[src/rtl/avg_pool_pkg.sv]
// Shared types and size helpers for the average-pooling sequencer.
package avg_pool_pkg;

  typedef enum logic [2:0] {
    IDLE  = 3'd0,
    READ  = 3'd1,
    DRAIN = 3'd2,
    EMIT  = 3'd3,
    FIN   = 3'd4
  } state_t;

  // floor(log2(v)) for v >= 1
  function automatic int log2_floor(input int v);
    int r;
    r = 0;
    for (int i = 1; i < 31; i++) begin
      if ((1 << i) <= v) r = i;
    end
    return r;
  endfunction

  // Index width that never collapses to zero bits
  function automatic int index_w(input int n);
    return (n <= 1) ? 1 : $clog2(n);
  endfunction

  function automatic int output_h(input int h, input int p, input int s);
    return (h - p) / s + 1;
  endfunction

  function automatic int output_w(input int w, input int p, input int s);
    return (w - p) / s + 1;
  endfunction

  function automatic int addr_w(input int h, input int w);
    return index_w(h * w);
  endfunction

  // Accumulator width: P*P pixels can add up to P*P*max without wrapping
  function automatic int sum_w(input int dw, input int p);
    return dw + 2 * log2_floor(p);
  endfunction

endpackage

[src/rtl/avg_pool_window_acc.sv]
// Window accumulator: sums P*P pixels and presents floor(sum / (P*P)).
module avg_pool_window_acc
  import avg_pool_pkg::*;
#(
  parameter int DATA_WIDTH = 4,
  parameter int POOL_SIZE  = 2
) (
  input  logic                  clk,
  input  logic                  rst,
  input  logic                  clr,
  input  logic                  add_en,
  input  logic [DATA_WIDTH-1:0] din,
  output logic [DATA_WIDTH-1:0] avg
);

  localparam int SUM_W = sum_w(DATA_WIDTH, POOL_SIZE);
  localparam int SHIFT = 2 * log2_floor(POOL_SIZE);

  logic [SUM_W-1:0] acc_q;
  logic [SUM_W-1:0] acc_d;

  // Next accumulator value: clear wins over add
  always_comb begin
    acc_d = acc_q;
    if (clr) begin
      acc_d = '0;
    end else if (add_en) begin
      acc_d = acc_q + {{SHIFT{1'b0}}, din};
    end
  end

  // Accumulator register
  always_ff @(posedge clk or posedge rst) begin
    if (rst) acc_q <= '0;
    else     acc_q <= acc_d;
  end

  // Dividing by P*P is a right shift by 2*log2(P); the top DATA_WIDTH bits are the mean
  assign avg = acc_q[SHIFT +: DATA_WIDTH];

endmodule

[src/rtl/avg_pool_sequencer.sv]
// Average-pool sequencer: walks output windows, reads each window's pixels
// from a 1-cycle-latency frame buffer, and emits the mean over a valid/ready port.
module avg_pool_sequencer
  import avg_pool_pkg::*;
#(
  parameter int H          = 3,
  parameter int W          = 4,
  parameter int POOL_SIZE  = 2,
  parameter int S          = 1,
  parameter int DATA_WIDTH = 4,
  localparam int OUTPUT_H  = output_h(H, POOL_SIZE, S),
  localparam int OUTPUT_W  = output_w(W, POOL_SIZE, S),
  localparam int ADDR_W    = addr_w(H, W),
  localparam int ROW_W     = index_w(OUTPUT_H),
  localparam int COL_W     = index_w(OUTPUT_W)
) (
  input  logic                  clk,
  input  logic                  rst,
  input  logic                  start,
  output logic                  busy,
  output logic                  done,
  output logic                  mem_rd_en,
  output logic [ADDR_W-1:0]     mem_rd_addr,
  input  logic [DATA_WIDTH-1:0] mem_rd_data,
  output logic                  out_valid,
  input  logic                  out_ready,
  output logic [DATA_WIDTH-1:0] out_data,
  output logic [ROW_W-1:0]      out_row,
  output logic [COL_W-1:0]      out_col
);

  localparam int K_W = index_w(POOL_SIZE);
  localparam logic [K_W-1:0]   K_LAST  = K_W'(POOL_SIZE - 1);
  localparam logic [COL_W-1:0] OX_LAST = COL_W'(OUTPUT_W - 1);
  localparam logic [ROW_W-1:0] OY_LAST = ROW_W'(OUTPUT_H - 1);

  state_t            state_q, state_d;
  logic              busy_q, busy_d;
  logic              done_q, done_d;
  logic              rd_en_q, rd_en_d;
  logic [ADDR_W-1:0] addr_q, addr_d;
  logic              valid_q, valid_d;
  logic [ROW_W-1:0]  row_q, row_d;
  logic [COL_W-1:0]  col_q, col_d;
  logic [COL_W-1:0]  ox_q, ox_d;
  logic [ROW_W-1:0]  oy_q, oy_d;
  logic [K_W-1:0]    kx_q, kx_d;
  logic [K_W-1:0]    ky_q, ky_d;
  logic              add_en_q;
  logic              acc_clr;

  // Row-major pixel address of window element (ky, kx) in output window (oy, ox)
  function automatic logic [ADDR_W-1:0] calc_addr(input int oy, input int ox,
                                                  input int ky, input int kx);
    return ADDR_W'((oy * S + ky) * W + (ox * S + kx));
  endfunction

  // Next-state, counter and registered-output logic
  always_comb begin
    state_d = state_q;
    busy_d  = busy_q;
    done_d  = 1'b0;
    rd_en_d = 1'b0;
    addr_d  = addr_q;
    valid_d = valid_q;
    row_d   = row_q;
    col_d   = col_q;
    ox_d    = ox_q;
    oy_d    = oy_q;
    kx_d    = kx_q;
    ky_d    = ky_q;
    acc_clr = 1'b0;
    case (state_q)
      IDLE: begin
        if (start) begin
          state_d = READ;
          busy_d  = 1'b1;
          rd_en_d = 1'b1;
          ox_d    = '0;
          oy_d    = '0;
          kx_d    = '0;
          ky_d    = '0;
          acc_clr = 1'b1;
          addr_d  = calc_addr(0, 0, 0, 0);
        end
      end
      READ: begin
        // kx/ky name the element being read this cycle; step to the next one
        rd_en_d = 1'b1;
        if (kx_q == K_LAST) begin
          kx_d = '0;
          if (ky_q == K_LAST) begin
            ky_d    = '0;
            rd_en_d = 1'b0;
            state_d = DRAIN;
          end else begin
            ky_d = ky_q + 1'b1;
          end
        end else begin
          kx_d = kx_q + 1'b1;
        end
        if (rd_en_d) addr_d = calc_addr(int'(oy_q), int'(ox_q), int'(ky_d), int'(kx_d));
      end
      DRAIN: begin
        // Last datum lands in the accumulator at the end of this cycle
        state_d = EMIT;
        valid_d = 1'b1;
        row_d   = oy_q;
        col_d   = ox_q;
      end
      EMIT: begin
        if (out_ready) begin
          valid_d = 1'b0;
          acc_clr = 1'b1;
          if (ox_q == OX_LAST) begin
            ox_d = '0;
            oy_d = (oy_q == OY_LAST) ? '0 : oy_q + 1'b1;
          end else begin
            ox_d = ox_q + 1'b1;
          end
          if (ox_q == OX_LAST && oy_q == OY_LAST) begin
            state_d = FIN;
            done_d  = 1'b1;
          end else begin
            state_d = READ;
            rd_en_d = 1'b1;
            addr_d  = calc_addr(int'(oy_d), int'(ox_d), 0, 0);
          end
        end
      end
      FIN: begin
        state_d = IDLE;
        busy_d  = 1'b0;
      end
      default: state_d = IDLE;
    endcase
  end

  // State, counters and registered outputs
  always_ff @(posedge clk or posedge rst) begin
    if (rst) begin
      state_q  <= IDLE;
      busy_q   <= 1'b0;
      done_q   <= 1'b0;
      rd_en_q  <= 1'b0;
      addr_q   <= '0;
      valid_q  <= 1'b0;
      row_q    <= '0;
      col_q    <= '0;
      ox_q     <= '0;
      oy_q     <= '0;
      kx_q     <= '0;
      ky_q     <= '0;
      add_en_q <= 1'b0;
    end else begin
      state_q  <= state_d;
      busy_q   <= busy_d;
      done_q   <= done_d;
      rd_en_q  <= rd_en_d;
      addr_q   <= addr_d;
      valid_q  <= valid_d;
      row_q    <= row_d;
      col_q    <= col_d;
      ox_q     <= ox_d;
      oy_q     <= oy_d;
      kx_q     <= kx_d;
      ky_q     <= ky_d;
      add_en_q <= rd_en_q;  // read data is valid one cycle after the strobe
    end
  end

  avg_pool_window_acc #(
    .DATA_WIDTH(DATA_WIDTH),
    .POOL_SIZE (POOL_SIZE)
  ) u_acc (
    .clk   (clk),
    .rst   (rst),
    .clr   (acc_clr),
    .add_en(add_en_q),
    .din   (mem_rd_data),
    .avg   (out_data)
  );

  assign busy        = busy_q;
  assign done        = done_q;
  assign mem_rd_en   = rd_en_q;
  assign mem_rd_addr = addr_q;
  assign out_valid   = valid_q;
  assign out_row     = row_q;
  assign out_col     = col_q;

endmodule

[config.mk]
export PLATFORM = sky130hd
export DESIGN_NAME = avg_pool_sequencer
export DESIGN_NICKNAME = d
export VERILOG_FILES = /design/src/rtl/avg_pool_pkg.sv /design/src/rtl/avg_pool_window_acc.sv /design/src/rtl/avg_pool_sequencer.sv
export SDC_FILE = /design/constraint.sdc
export NUM_CORES = 1
export LEC_CHECK = 0
export BUFFER_PORTS_ARGS = -buffer_cell sky130_fd_sc_hd__buf_2
export CAP_MARGIN = 15
export CORE_ASPECT_RATIO = 1.75
export CORE_MARGIN = 3
export CORE_UTILIZATION = 58
export CTS_BUF_LIST = sky130_fd_sc_hd__clkbuf_4
export DETAILED_ROUTE_END_ITERATION = 10
export PLACE_DENSITY = 0.91
export SLEW_MARGIN = 20
export SYNTH_ARGS = -nofsm -noshare
export SYNTH_HDL_FRONTEND = slang
export SYNTH_HIERARCHICAL = 1
export SYNTH_SLANG_ARGS = --single-unit
[constraint.sdc]
create_clock -name clk -period 1.8 [get_ports clk]
set_input_delay 0.36 -clock clk [delete_from_list [all_inputs] [get_ports clk]]
set_output_delay 0.36 -clock clk [all_outputs]
set_load 0.01 [all_outputs]
; ---- Word-level counts from Yosys, hierarchy flattened
; Cells that the tools add are included.
[word_totals]
out_inout_bits = 15
regBits = 26
elab_cells = 97
[classes]
n_eq_ne = 11
n_reduce_logical = 14
n_addsub = 9
mux = 49
[op_table]
columns = op, count
row1 = two-way mux 1 bit, 23
row2 = two-way mux 4 bit, 4
row3 = two-way mux 3 bit, 5
row4 = two-way mux 6 bit, 2
row5 = "inequality test 2 bit, second input constant", 6
row6 = one-hot mux 1 bit (2 select lines), 6
row7 = one-hot mux 3 bit (4 select lines), 1
row8 = one-hot mux 4 bit (3 select lines), 1
row9 = two-way mux 2 bit, 5
row10 = nonzero test 2 bit, 5
row11 = adder 6 x 4 -> 6 bit, 1
row12 = "== test 3 x 2 -> 1 bit, second input constant", 2
row13 = AND reduction 2 bit, 3
row14 = AND reduction 5 bit, 1
row15 = adder 3 x 2 -> 4 bit, 1
row16 = adder 4 x 3 -> 4 bit, 1
row17 = one-hot mux 2 bit (2 select lines), 1
row18 = AND reduction 4 bit, 1
row19 = "adder 1 bit, second input constant", 3
row20 = adder 2 x 1 -> 3 bit, 1
row21 = "== test 3 x 1 -> 1 bit, second input constant", 1
row22 = "== test 3 bit, second input constant", 1
row23 = logical NOT 3 bit, 1
row24 = one-hot mux 1 bit (3 select lines), 1
row25 = other kinds (6), 6

; ---- Logic depth before layout (Yosys ltp)
; Gate-level depths: netlist of run 1.
[depth]
word_depth = 9
depth_mapped = 7

; ---- By module
; The synthesis of run 1 kept the hierarchy.
[modules_own_cells]
columns = module, cells_per_inst, area_each_um2, seq_area_each_um2, instances
row1 = avg_pool_sequencer, 96, 1021.0, 500.5, 1
row2 = avg_pool_window_acc, 45, 435.4, 150.1, 1

; ---- Least setup slack after synthesis of run 1
; Ideal clock, no wire load.
[synth_timing]
path_kind = register to register
startpoint = register state_q[1]
endpoint = register u_acc.acc_q[3]
arrival_ns = 1.544
path_stages_with_launch = 8
period_less_slack_ns = 1.648
setup_ns = 0.104
path_slack_ns = 0.152
path_cell_list = dfrtp_1 clkbuf_2 buf_2 nand3_1 a21o_1 inv_1 or4b_1 o311ai_1
[synth_between]
elab_chain_len = 3
elab_cells_between_ends = 5
classes_between = eq/ne: 1 / mux: 2 / reduce/logical: 2
[synth_rtl]
columns = item, line_no
row1 = start: declaration, avg_pool_sequencer.sv:37  ; state_t state_q, state_d;
row2 = start signal: assignment, avg_pool_sequencer.sv:156  ; state_q <= state_d;
row3 = == test 3 x 2 -> 1 bit or logical NOT 3 bit (tied branches), avg_pool_sequencer.sv:73  ; case (state_q)
row4 = one-hot mux 1 bit (2 select lines) *, avg_pool_sequencer.sv:73
row5 = via acc_clr, avg_pool_sequencer.sv:50  ; logic acc_clr;
row6 = two-way mux 6 bit or nonzero test 2 bit (tied branches), n/a
row7 = end signal: assignment, avg_pool_window_acc.sv:34  ; if (rst) acc_q <= '0;
row8 = end signal: assignment, avg_pool_window_acc.sv:35  ; else acc_q <= acc_d;
row9 = end: declaration, avg_pool_window_acc.sv:19  ; logic [SUM_W-1:0] acc_q;
; Mark *: on every way through the listed nets, which the timed path passes. The rest lies on a longest branch.
; A chain may end at the register's enable or synchronous reset.

; ---- Final worst setup path of run 1
[layout_timing]
startpoint = register kx_q
endpoint = register addr_q[2] (netlist: mem_rd_addr[2])
[layout_between]
elab_chain_len = 7
elab_cells_between_ends = 14
classes_between = add/sub: 4 / eq/ne: 1 / mux: 8 / reduce/logical: 1
[layout_rtl]
columns = item, line_no
row1 = start: declaration, avg_pool_sequencer.sv:47  ; logic [K_W-1:0] kx_q, kx_d;
row2 = start signal: assignment, avg_pool_sequencer.sv:166  ; kx_q <= kx_d;
row3 = adder 1 bit, avg_pool_sequencer.sv:100  ; kx_d = kx_q + 1'b1;
row4 = two-way mux 1 bit, avg_pool_sequencer.sv:90  ; if (kx_q == K_LAST) begin
row5 = two-way mux 1 bit, avg_pool_sequencer.sv:73
row6 = adder 2 x 1 -> 3 bit, avg_pool_sequencer.sv:55  ; return ADDR_W'((oy * S + ky) * W + (ox * S + kx));
row7 = adder 4 x 3 -> 4 bit, avg_pool_sequencer.sv:55
row8 = two-way mux 4 bit, avg_pool_sequencer.sv:102  ; if (rd_en_d) addr_d = calc_addr(int'(oy_q), int'(ox_q), int'(ky_d), int'(kx_d));
row9 = one-hot mux 4 bit (3 select lines), avg_pool_sequencer.sv:73
row10 = end signal: assignment, avg_pool_sequencer.sv:160  ; addr_q <= addr_d;
row11 = end: declaration, avg_pool_sequencer.sv:41  ; logic [ADDR_W-1:0] addr_q, addr_d;
; Parallel ways exist; a longest one is shown, timed or not. The select of a mux whose other input is x is not followed.

==> impl_metrics.py, run 1 <==
metrics = {
    "worst_setup_path": {
        "r2r_cells": 5,
        "critical_path.endpoint_type": "register",
        "critical_path.max_fanout": 4,
        "worst-endpoint-required_ns": 2.08,
        "critical_path.startpoint_type": "register",
        "crit_end": "mem_rd_addr[2]$_DFFE_PP0P_",
        "r2r-start": "kx_q$_DFFE_PP0P_",
        "cp_data_arrival_time_ns": 1.98,
        "worstSetupStartpoint": "kx_q$_DFFE_PP0P_",
        "critical_path_class": "reg2reg",
        "rrSetupSlack_ns": 0.1,
        "reg2reg_to": "mem_rd_addr[2]$_DFFE_PP0P_",
    },
    "route": {
        "routed-via-count": 1145,
        "routedWlPerCell_um": 15.41,
        "viasPerCell": 6.026,
        "postRouteAntennaNets": 0,
        "dr.first_iter.drc_count": 33,
        "drc": 0,
        "detail_route.first_pass.iterations": 4,
        "drt-total-wl_um": 2927,
    },
    "clock_network": {
        "cts-root-to-sink-buffers": 2,
        "cts_resized": 0,
        "root_buffer": "clkbuf_4",
        "post_cts_repair_setup_buffers": 0,
        "cts-htree-levels": 1,
        "insertion_delay_ns": 0.32,
        "cts_tree": "built",
        "clock-sinks": 26,
        "numCtsBuffers": 3,
        "cts.reportedPaths.clkPinSlew_ns": 0.13,
    },
    "floorplan": {
        "dieArea_um2": 3172,
        "top_level_ports": 23,
        "die_width_um": 43.88,
        "coreArea_um2": 2331,
        "floorplan.initialDensity_pct": 62.48,
        "std_cell_rows": 23,
        "die_height_um": 72.29,
    },
    "sta": {
        "fin_crit_ns": 1.701,
        "hold_violations": 0,
        "totalNegativeSetupSlack_ns": 0,
        "timing.clock.skew_ns": 0.004111,
        "drv_slew": 0,
        "worst_slew_margin_rel_pct": 75.28,
        "worst_pin_slew_ns": 0.3694,
        "fmax_mhz": 587.8,
        "final.period_utilization_pct": 94.51,
        "setup_viol_count_final": 0,
        "grt_setup_unrepaired": "false",
    },
    "logic_synthesis": {
        "post-synth-top-area-fraction_pct": 44.67,
        "synth-seq-area-share_pct": 44.67,
        "post_synth_num_cell_types": 40,
        "synth_fp_nets": 160,
        "synthesis.area_um2": 1456,
        "post_synth_main_area_contributors": "dfrtp_1 (45%), ha_1 (8.6%), mux2_2 (4.6%), inv_1 (3.1%), nor2_1 (2.8%)",
        "post-synth-top-area-cell": "dfrtp_1",
        "post_synth_inst_count": 141,
        "yosysWarnings": 6,
        "postSynthRegisterBits": 26,
        "postSynthAreaPerCell_um2": 10.33,
    },
    "grt": {
        "antenna_found_initial": 0,
        "grt_pass1_vias": 1198,
        "grt_overflow": 0,
        "first_pass_grt_wire_length_um": 4954,
        "largest_net_degree_at_the_start_of_global_routing": 21,
        "grtUsageTotal_pct": 20.81,
    },
    "cells_and_area": {
        "multi_input_comb_area_um2": 704.4,
        "stdcell_area_um2": 1623,
        "layout.area.seq_um2": 650.6,
        "n_fill_cell": 185,
        "num-nets-final": 185,
        "antenna_cells_inserted": 0,
        "syn2layout_area_growth_pct": 11.43,
        "layout_cell_share_with_drive_strength_beyond_1_pct": 25.45,
    },
    "power_and_ir_drop": {
        "leakagePower_nw": 0.8331,
        "report.power.total_mw": 2.736,
        "vdd_drop_max_v": 0.0009376,
        "power.density_nw_per_um2": 1686,
    },
    "placed_design": {
        "numPortBuffers": 22,
        "final_gp_congestion": 0.8891,
        "hpwlAfterDp_um": 2339,
        "placement.cell_area_um2": 1587,
    },
    "job": {
        "number_of_max_cap_violations": 0,
    },
    "worst_hold_path": {
        "worst_hold_path_type": "in2reg",
    },
    "status": {
        "outcome": "finished, final reports clean",
    },
}
## report_power, final
part           internal, mW  total, mW  switching (mW)  leakage [nW]
registers             0.821       1.04           0.215         0.324
clock network        0.0815      0.249           0.168        0.0154
logic                 0.721       1.45           0.731         0.494
## cells in the mapped netlist
cell type   n
nor2b_1     1
a21o_2      1
a32o_2      1
mux2_2      6
inv_1      12
buf_4       5
a21oi_1     8
buf_2       2
nand3_1     5
or3_1       2
or3b_2      1
a22o_1      2
a21oi_2     1
a31oi_1     1
nand4b_1    1
or3b_1      1
clkbuf_1    1
xnor2_1     3
mux2i_1     4
a21o_1      3
clkbuf_2    1
dfrtp_1    26
nor4bb_1    1
ha_1       10
a31o_2      1
and4b_1     1
or4b_1      1
nand2b_1    4
nor3_1      2
nand4_1     1
nor4b_1     1
o21ai_0     5
a32o_1      1
fa_1        1
o311ai_1    1
or2_1       1
nand3b_1    2
nand2_1     6
nor2_1     11
a211oi_1    3
## per-layer routing
layer	vias to the layer above	global-route usage [%]	wire [µm]
li1	546	-	-
met2	47	38.31	1697
met4	0	10.07	67
met5	-	0	0
met3	9	4.218	177
met1	543	21.22	986
## sequential cells by signal, summed over array words and instances, names as in the netlist
name	cells
out_valid	1
u_acc/acc_q	6
ox_q	2
busy	1
add_en_q	1
mem_rd_addr	4
done	1
ky_q	1
out_col	2
state_q	3
out_row	1
mem_rd_en	1
oy_q	1
kx_q	1
## per-stage QoR
stage                     hold WS, ns  cells  setup slack, ns  utilization [%]
final                          0.3424    190          0.09885            69.62
after global routing           0.3438    190          0.01856            69.62
after CTS                      0.3425    190           0.1075            69.62
after detailed placement       0.2981    185          0.07594            68.06
after global placement         0.2968    185           0.1673            68.06
after floorplan                0.1510    141           0.1521                -
## cell usage in the layout, fill, tap and decap left out, types with 4 or more instances in the layout
cell and instances:
dfrtp_1 26, buf_2 22, inv_1 12, nor2_1 11, ha_1 10, a21oi_1 8
mux2_2 6, nand2_1 6, buf_4 6, nand3_1 5, o21ai_0 5, nand2b_1 4
mux2i_1 4
## layout make-up
| class | instances | share of cell area, % |
|---|---|---|
| inverter | 12 | 2.776 |
| clock buffer | 3 | 1.388 |
| tap | 25 | 1.928 |
| multi-input combinational | 94 | 43.41 |
| clock inverter | 1 | 0.2313 |
| timing repair buffer | 29 | 10.18 |
| sequential | 26 | 40.09 |
## worst min path at each step
stage               start                    endpoint  depth (start not counted)
floorplan             rst  u_acc/acc_q[0]$_DFFE_PP0P_                          1
global placement      rst  u_acc/acc_q[1]$_DFFE_PP0P_                          2
detailed placement    rst  u_acc/acc_q[1]$_DFFE_PP0P_                          2
CTS                 start            busy$_DFFE_PP0P_                          3
global route        start            busy$_DFFE_PP0P_                          3
finish              start            busy$_DFFE_PP0P_                          3
## critical path, cell delays in order, from the launching register on
cell      delay, ns
dfrtp_1        0.43
ha_1           0.34
ha_1           0.32
xnor2_1        0.14
a211oi_1       0.25
mux2_2         0.19
## cell families after synthesis
group	Yosys count	synth area share, %
compound gates	28	13.06
xor+xnor	3	1.804
fa+ha+maj	11	9.966
buf+inv	21	6.958
flops	26	44.67
mux	10	7.388
simple gates	42	16.15
## repair_timing
action / 4_1_cts / 5_1_grt
endpoints found under the setup margin: 0 / 0
hold buffers: 1 / 0
hold endpoints to repair: 6 / 0
Power figures use the tool's default switching activity.
==> inputs of run 2 (changes only) <==
Settings changed: ABC_AREA from default to 1.
==> run 2 against run 1 <==
Compared with the run above: setup slack improved by 0.090 ns; worst hold slack got worse by 0.011 ns; via count increased by 8.9%; sequential power about the same; synthesized cell count increased by 23%; clock-buffer cell count unchanged; global-route usage increased by 2.2 points; combinational power increased by 17%; final cell count increased by 18%; clock power increased by 2%; largest power group unchanged; highest routed layer unchanged.
==> impl_metrics.py, run 2 <==
metrics = {
    "status": {
        "outcome": "finished, final reports clean",
    },
    "clock_network": {
        "insertion_delay_ns": 0.33,
        "clock-sinks": 26,
        "post_cts_repair_setup_buffers": 0,
        "numCtsBuffers": 3,
        "cts.reportedPaths.clkPinSlew_ns": 0.13,
        "cts_resized": 0,
        "cts-root-to-sink-buffers": 2,
        "cts-htree-levels": 1,
        "cts_tree": "built",
        "root_buffer": "clkbuf_4",
        "cts.hold.buffers_added": 1,
    },
    "sta": {
        "totalNegativeSetupSlack_ns": 0,
        "final.period_utilization_pct": 89.49,
        "timing.clock.skew_ns": 0.002589,
        "setup_viol_count_final": 0,
        "worst_slew_margin_rel_pct": 81.58,
        "hold_violations": 0,
        "worst_pin_slew_ns": 0.2755,
        "grt_setup_unrepaired": "false",
        "fin_crit_ns": 1.611,
        "drv_slew": 0,
        "fmax_mhz": 620.8,
    },
    "worst_setup_path": {
        "rrSetupSlack_ns": 0.19,
        "r2r-start": "state_q[0]$_DFFE_PP0P_",
        "cp_data_arrival_time_ns": 1.87,
        "critical_path.max_fanout": 8,
        "worst-endpoint-required_ns": 2.06,
        "r2r_cells": 8,
        "crit_end": "u_acc/acc_q[1]$_DFFE_PP0P_",
        "reg2reg_to": "u_acc/acc_q[1]$_DFFE_PP0P_",
        "critical_path_class": "reg2reg",
        "critical_path.startpoint_type": "register",
        "critical_path.endpoint_type": "register",
        "worstSetupStartpoint": "state_q[0]$_DFFE_PP0P_",
    },
    "route": {
        "detail_route.first_pass.iterations": 4,
        "drc": 0,
        "viasPerCell": 5.542,
        "routedWlPerCell_um": 14.12,
        "postRouteAntennaNets": 0,
        "drt-total-wl_um": 3178,
        "routed-via-count": 1247,
        "dr.first_iter.drc_count": 40,
    },
    "logic_synthesis": {
        "post-synth-top-count-cell": "nand2_1",
        "synth-seq-area-share_pct": 43.84,
        "post_synth_inst_count": 174,
        "post-synth-top-area-cell": "dfrtp_1",
        "synth_common_cells": "nand2_1 (37), dfrtp_1 (26), inv_1 (25)",
        "synth-edff-count": 0,
        "post_synth_num_cell_types": 27,
        "post_synth_main_area_contributors": "dfrtp_1 (44%), nand2_1 (9.4%), ha_1 (8.4%), inv_1 (6.3%), nand3_1 (3.4%)",
        "synth_top_flop_cell": "dfrtp_1",
        "synthesis.area_um2": 1484,
        "postSynthRegisterBits": 26,
        "synth_fp_nets": 193,
        "post-synth-top-area-fraction_pct": 43.84,
        "yosysWarnings": 6,
        "async_flop_share_pct": 100.0,
        "postSynthAreaPerCell_um2": 8.528,
    },
    "placed_design": {
        "hpwlAfterDp_um": 2532,
        "numPortBuffers": 22,
        "final_gp_congestion": 0.8552,
        "placed_cells_incl_taps": 220,
    },
    "grt": {
        "largest_net_degree_at_the_start_of_global_routing": 21,
        "antenna_found_initial": 0,
        "grt_pass1_vias": 1307,
        "first_pass_grt_wire_length_um": 5520,
        "grtUsageTotal_pct": 23.01,
        "grt_overflow": 0,
    },
    "cells_and_area": {
        "syn2layout_area_growth_pct": 11.47,
        "n_fill_cell": 175,
        "final_cell_mix": "nand2_1 (37), dfrtp_1 (26), inv_1 (25), buf_2 (22)",
        "num-nets-final": 220,
        "largest_register_ffs": 6,
        "layout.cells.most_common": "nand2_1",
        "layout_cell_share_with_drive_strength_beyond_1_pct": 25.50,
        "final_cell_count_no_fill": 225,
        "antenna_cells_inserted": 0,
        "registers.top_by_ff_count": "u_acc/acc_q",
    },
    "power_and_ir_drop": {
        "vdd_drop_max_v": 0.001009,
        "power.internal_mw": 1.577,
        "netSwitchingFraction_pct": 47.36,
        "power.density_nw_per_um2": 1811,
        "power.share.sequential_pct": 34.7,
        "p_clk_share_pct": 8.5,
        "net-switching-power_mw": 1.419,
        "leakagePower_nw": 0.9373,
        "report.power.total_mw": 2.995,
        "combPwrFrac_pct": 56.8,
    },
    "worst_hold_path": {
        "worst_hold_path_type": "in2reg",
    },
    "job": {
        "number_of_max_cap_violations": 0,
    },
    "floorplan": {
        "floorplan.initialDensity_pct": 62.88,
        "top_level_ports": 23,
        "std_cell_rows": 23,
        "dieArea_um2": 3225,
        "coreArea_um2": 2360,
        "die_width_um": 44.24,
        "die_height_um": 72.92,
    },
}
-- run 2: worst min-delay path by stage --
| stage | cells past startpoint | endpoint | startpoint |
|---|---|---|---|
| after floorplan | 1 | u_acc/acc_q[0]$_DFFE_PP0P_ | rst |
| after global placement | 2 | u_acc/acc_q[5]$_DFFE_PP0P_ | rst |
| after detailed placement | 2 | u_acc/acc_q[5]$_DFFE_PP0P_ | rst |
| after CTS | 4 | state_q[1]$_DFFE_PP0P_ | out_ready |
| after global routing | 3 | state_q[2]$_DFFE_PP0P_ | out_ready |
| final | 4 | state_q[1]$_DFFE_PP0P_ | out_ready |
-- run 2: per-layer routing --
layer | wire [µm] | global-route usage [%] | part of all wire (%)
met5 | 0 | 0 | 0
met1 | 1128 | 22.54 | 35
met2 | 1851 | 45.94 | 58
met4 | 65 | 9.396 | 2.0
met3 | 132 | 1.975 | 4.2
-- run 2: cells by family after synthesis --
logic type / after synthesis / synth area share, %
AND/OR/NAND/NOR: 74 / 23.86
buffers and inverters: 34 / 9.612
AO/OA/AOI/OAI: 26 / 10.96
flip-flops: 26 / 43.84
adder cells (fa/ha/maj): 11 / 9.781
XOR/XNOR: 2 / 1.181
multiplexers: 1 / 0.7588
-- run 2: power by group through the flow --
| stage | sequential [mW] | combinational (mW) | clock, mW |
|---|---|---|---|
| 4_1_cts | 1.03 | 1.71 | 0.260 |
| 3_5_place_dp | 1.05 | 1.69 | 0 |
| 5_1_grt | 1.07 | 1.94 | 0.283 |
| 3_3_place_gp | 1.03 | 1.58 | 0 |
| 6_report | 1.04 | 1.70 | 0.255 |
| 2_1_floorplan | 1.05 | 1.24 | 0 |
-- run 2: final cells by class --
cell class / count / area [µm²] / area share (%)
Tap cell: 25 / 31.28 / 1.891
Inverter: 30 / 112.6 / 6.808
Clock inverter: 1 / 3.754 / 0.2269
Clock buffer: 3 / 22.52 / 1.362
Timing Repair Buffer: 26 / 142.6 / 8.623
Multi-Input combinational cell: 114 / 690.7 / 41.75
Sequential cell: 26 / 650.6 / 39.33
-- run 2: worst max-delay path, cell delays in order, from the launching register on --
cell and delay (ns):
dfrtp_1 0.51, nand2_2 0.10, nor2_4 0.16, nand2_2 0.14, nand2_2 0.19, nor2_4 0.09, nor2_2 0.15, inv_2 0.06
o22ai_1 0.13
-- run 2: through the flow --
step	utilization, %	cell area (µm²)	hold WS, ns	worst slack, ns
after detailed placement	68.56	1618	0.3016	0.1722
final	70.10	1654	0.3318	0.1893
after global routing	70.10	1654	0.3478	0.05124
after floorplan	-	1484	0.1510	0.3590
after CTS	70.10	1654	0.3279	0.1914
after global placement	68.56	1618	0.2958	0.2319
